## config.mk

```make
export PLATFORM = sky130hd
export DESIGN_NAME = serial_subtractor_ctrl
export DESIGN_NICKNAME = d
export VERILOG_FILES = /design/src/rtl/serial_subtractor_ctrl.sv
export SDC_FILE = /design/constraint.sdc
export NUM_CORES = 1
export LEC_CHECK = 0
export CAP_MARGIN = 10
export CORE_ASPECT_RATIO = 1.75
export CORE_MARGIN = 1
export CORE_UTILIZATION = 25
export CTS_BUF_LIST = sky130_fd_sc_hd__clkbuf_4
export DETAILED_ROUTE_END_ITERATION = 10
export GPL_ROUTABILITY_DRIVEN = 0
export PLACE_DENSITY_LB_ADDON = 0.1
export SKIP_CTS_REPAIR_TIMING = 1
export SYNTH_ARGS = -nofsm -noshare
export SYNTH_HDL_FRONTEND = slang
export SYNTH_SLANG_ARGS = --single-unit
```

## constraint.sdc

```tcl
create_clock -name clk -period 1.5 [get_ports clk]
set_input_delay 0.3 -clock clk [delete_from_list [all_inputs] [get_ports clk]]
set_output_delay 0.3 -clock clk [all_outputs]
set_load 0.03 [all_outputs]
```

## src/rtl/serial_subtractor_ctrl.sv

```systemverilog
// serial_subtractor_ctrl: bit-serial LSB-first A - B sequencer with start/busy/done handshake.
// Define SERIAL_SUB_OVF_EN to add the signed-overflow output ovf.
module serial_subtractor_ctrl #(
  parameter int WIDTH = 8,
  localparam int CNT_W = $clog2(WIDTH) + 1
) (
  input  logic             clk,
  input  logic             rst_n,
  input  logic             start,
  input  logic [WIDTH-1:0] a,
  input  logic [WIDTH-1:0] b,
  output logic             busy,
  output logic             done,
  output logic [WIDTH-1:0] diff,
`ifdef SERIAL_SUB_OVF_EN
  output logic             ovf,
`endif
  output logic             borrow_out
);
  typedef enum logic [1:0] {IDLE, RUN, DONE} state_t;
  state_t state_q, state_d;
  logic [WIDTH-1:0] a_sh_q, a_sh_d, b_sh_q, b_sh_d, res_q, res_d, diff_q, diff_d;
  logic [CNT_W-1:0] cnt_q, cnt_d;
  logic borrow_q, borrow_d, borrow_out_q, borrow_out_d;
  logic hs_d, hs_bw, d_bit, bw;
`ifdef SERIAL_SUB_OVF_EN
  logic ovf_q, ovf_d;
  assign ovf = ovf_q;
`endif
  // Full subtractor as two cascaded half subtractors: (a - b) then (that - borrow).
  assign hs_d  = a_sh_q[0] ^ b_sh_q[0];
  assign hs_bw = ~a_sh_q[0] & b_sh_q[0];
  assign d_bit = hs_d ^ borrow_q;
  assign bw    = hs_bw | (~hs_d & borrow_q);
  assign busy       = state_q == RUN;
  assign done       = state_q == DONE;
  assign diff       = diff_q;
  assign borrow_out = borrow_out_q;
  always_comb begin
    state_d      = state_q;
    a_sh_d       = a_sh_q;
    b_sh_d       = b_sh_q;
    res_d        = res_q;
    cnt_d        = cnt_q;
    borrow_d     = borrow_q;
    diff_d       = diff_q;
    borrow_out_d = borrow_out_q;
`ifdef SERIAL_SUB_OVF_EN
    ovf_d        = ovf_q;
`endif
    case (state_q)
      IDLE: if (start) begin
        a_sh_d   = a;
        b_sh_d   = b;
        res_d    = '0;
        cnt_d    = '0;
        borrow_d = 1'b0;
        state_d  = RUN;
      end
      RUN: begin
        a_sh_d   = a_sh_q >> 1;
        b_sh_d   = b_sh_q >> 1;
        res_d    = {d_bit, res_q[WIDTH-1:1]};
        borrow_d = bw;
        cnt_d    = cnt_q + CNT_W'(1);
        if (cnt_q == CNT_W'(WIDTH - 1)) begin
          state_d      = DONE;
          diff_d       = {d_bit, res_q[WIDTH-1:1]};
          borrow_out_d = bw;
`ifdef SERIAL_SUB_OVF_EN
          // On the last bit the shift registers still hold the operand MSBs.
          ovf_d        = hs_d & (a_sh_q[0] ^ d_bit);
`endif
        end
      end
      DONE:    state_d = IDLE;
      default: state_d = IDLE;
    endcase
  end
  always_ff @(posedge clk) begin
    if (!rst_n) begin
      state_q      <= IDLE;
      a_sh_q       <= '0;
      b_sh_q       <= '0;
      res_q        <= '0;
      cnt_q        <= '0;
      borrow_q     <= 1'b0;
      diff_q       <= '0;
      borrow_out_q <= 1'b0;
`ifdef SERIAL_SUB_OVF_EN
      ovf_q        <= 1'b0;
`endif
    end else begin
      state_q      <= state_d;
      a_sh_q       <= a_sh_d;
      b_sh_q       <= b_sh_d;
      res_q        <= res_d;
      cnt_q        <= cnt_d;
      borrow_q     <= borrow_d;
      diff_q       <= diff_d;
      borrow_out_q <= borrow_out_d;
`ifdef SERIAL_SUB_OVF_EN
      ovf_q        <= ovf_d;
`endif
    end
  end
endmodule
```

==> results of run 1 <==
-- power by group --
group	total, uW	internal, uW	switching, uW
sequential	1120	1080	35.0
combinational	283	149	134
clock	703	343	360
total	2100	1570	529
-- cells by family after synthesis --
family	after synthesis	share of synthesized area, %
AOI/OAI and AO/OA	64	25.5
and+or+nand+nor	52	16.2
DFF	39	45.2
buffers and inverters	24	6.52
muxes	8	4.64
adders and majority gates	2	1.88
-- registers in the layout, summed over array words and instances, names as in the netlist --
name        cells
res_q           7
cnt_q           4
a_sh_q          8
diff            8
borrow_out      1
state_q         2
b_sh_q          8
borrow_q        1
-- how the worst max path moves through the flow --
stage                    start         end  slack (ps)
finish              state_q[0]        done          60
floorplan           state_q[1]        done          80
detailed placement       start   a_sh_q[0]        -240
global placement         start   a_sh_q[0]        -230
CTS                 borrow_out  borrow_out        -200
global route        state_q[0]        done           4
-- layout by cell type (no fill, tap or decap), types with 2 or more instances in the layout --
cell type,instances
a211oi_1,2
a21oi_1,16
a22o_1,2
a22oi_1,8
a32o_1,2
buf_12,4
buf_4,12
clkbuf_4,5
clkdlybuf4s50_1,18
dfxtp_1,37
dfxtp_2,2
dlymetal6s2s_1,9
inv_1,6
mux2i_1,8
nand2_1,17
nand3_1,2
nor2_1,13
o21ai_0,14
o221ai_1,12
o2bb2ai_1,2
or3b_2,12
-- metal layers --
| metal | GRT usage, % | up-vias | routed length, um |
|---|---|---|---|
| met5 | 0 | - | 0 |
| met4 | 4.89 | 0 | 73 |
| met3 | 2.87 | 5 | 175 |
| met2 | 21.7 | 42 | 2210 |
| met1 | 14.4 | 710 | 1680 |
| li1 | - | 751 | - |
-- final cells by class --
cell class                      count  area [sq um]
Clock inverter                      3          38.8
Fill cell                         696          4270
Tap cell                           82           103
Clock buffer                        5          37.5
Inverter                            7          38.8
Timing Repair Buffer               44           474
Sequential cell                    39           783
Multi-Input combinational cell    126           845
-- stage by stage --
step | hold slack (ps) | cell area (sq um)
after floorplan | 438 | 1730
after CTS | 468 | 2220
after global placement | 441 | 2150
after detailed placement | 446 | 2150
final | 461 | 2320
after global routing | 486 | 2320
-- worst min-delay path, delay by kind of cell, from the launching register on --
kind,cells,cell delay (ps)
and+or+nand+nor,1,50
muxes,1,50
DFF,1,330
==> flow_summary.ini, run 1 <==
[clock_tree]
cts_tree = done
cts_buffers = 5
clock_latency_ps = 340
htreeDepth = 2
cts.path.max_buffers = 2
clk_pin_slew_ps = 120
root_buffer = clkbuf_4
cts_sinks = 39

[worst_setup_path]
r2r_setup_slack_ps = 140
cp_num_buf_inv = 2
critPathTopFamily = flip-flops
path_cells = buf_4 -> nor2_2 -> buf_4
end_kind = primary output
r2r-end = a_sh_q[0]
crit_cells = 3
arrival_ps = 1140
crit_required_ps = 1200
crit_top_cell = buf_4
crit_slowest_cell = dfxtp_2
crit_type = reg2out
critPathMaxStageDelay_ps = 360
r2r_start = state_q[1]
ff2ff_path_depth = 5
critPathMaxFanout = 9
start_kind = flop

[routing]
drt-initial-drc-count = 51
antenna_left = 0
num_vias = 1508
avgRoutedWirePerCell_um = 13.5
routed_wl_um = 4140
via_per_inst = 4.93
drc = 0
drt_first_pass_iters = 4

[floorplanning]
num_rows = 39
core_sq_um = 6590
io_pins = 30
fp.dieH_um = 112
die-area_sq_um = 7260
die_x_um = 64.8
start_util_pct = 26.2

[finish]
drive_gt1_share_pct = 20.1
final_core_util_pct = 35.2
final-instance-count-excl-fill = 306
area_growth_syn_to_layout_pct = 34.3
num-nets-final = 244
antenna_cells = 0

[min_path]
hp-class = reg2reg
holdPathEnd = diff[3]
worstHoldStart = diff[3]
hold_depth = 2

[logic_synthesis]
synth_ff_type = dfxtp_1
synthCells = 189
synth_area_sq_um = 1730
yosysTopAreaCellShare_pct = 45.2
yosys_warnings = 0
yosysUniqueCellTypes = 35
synth_edf_count = 0
synth.net_count = 210
yosys-top-cells-area = dfxtp_1, o221ai_1, or3b_2
synth_top_cell_by_area = dfxtp_1
synthArstFlopShare_pct = 0
ys_seq_area_share_pct = 45.2
synth_area_per_cell_sq_um = 9.14
synth_most_common_cell = dfxtp_1
synth_seq_cells = 39
synth_common_cells = dfxtp_1, nand2_1, a21oi_1

[global_routing]
grt-ovfl-total = 0
grt_usage_pct = 12.5
grt_pass1_wl_um = 7090
antenna_found_initial = 0
grt_max_degree = 28
grt_pass1_vias = 1462

[pwr]
p_leak_uw = 0.000993
p_per_area_nw_per_um2 = 907
ir_worst_vdd_mv = 0.444
total_power_uw = 2100

[place]
dpl.hpwl_um = 2880
numPortBuffers = 29
post-place-ws_ps = -239
place_inst = 295

[timing]
clock_skew_ps = 2.37
final_hold_viol_count = 0
setup_slack_ps = 64.2
post-route-period-util_pct = 95.7
setup-tns-final_ps = 0
setup_viol = 0
tightest_slew_ps = 373
rsz0062_at_grt = no
slew_headroom_pct = 75.1
fmax_mhz = 696
finalCriticalPeriod_ps = 1440
finalMaxSlewViolations = 0

[flow_run]
drv_cap = 0

[run_status]
status = finished, final reports clean
Note: power is estimated with default switching activity, not from simulation.
==> run 2: changes to the inputs <==
--- a/config.mk
+++ b/config.mk
@@ -5,11 +5,12 @@
 export SDC_FILE = /design/constraint.sdc
 export NUM_CORES = 1
 export LEC_CHECK = 0
-export CAP_MARGIN = 10
+export CAP_MARGIN = 20
 export CORE_ASPECT_RATIO = 1.75
 export CORE_MARGIN = 1
 export CORE_UTILIZATION = 25
 export CTS_BUF_LIST = sky130_fd_sc_hd__clkbuf_4
+export CTS_CLUSTER_DIAMETER = 50
 export DETAILED_ROUTE_END_ITERATION = 10
 export GPL_ROUTABILITY_DRIVEN = 0
 export PLACE_DENSITY_LB_ADDON = 0.1
==> results of run 2 <==
Same layout as run 1: the final DEF is identical, and so are final timing and power.
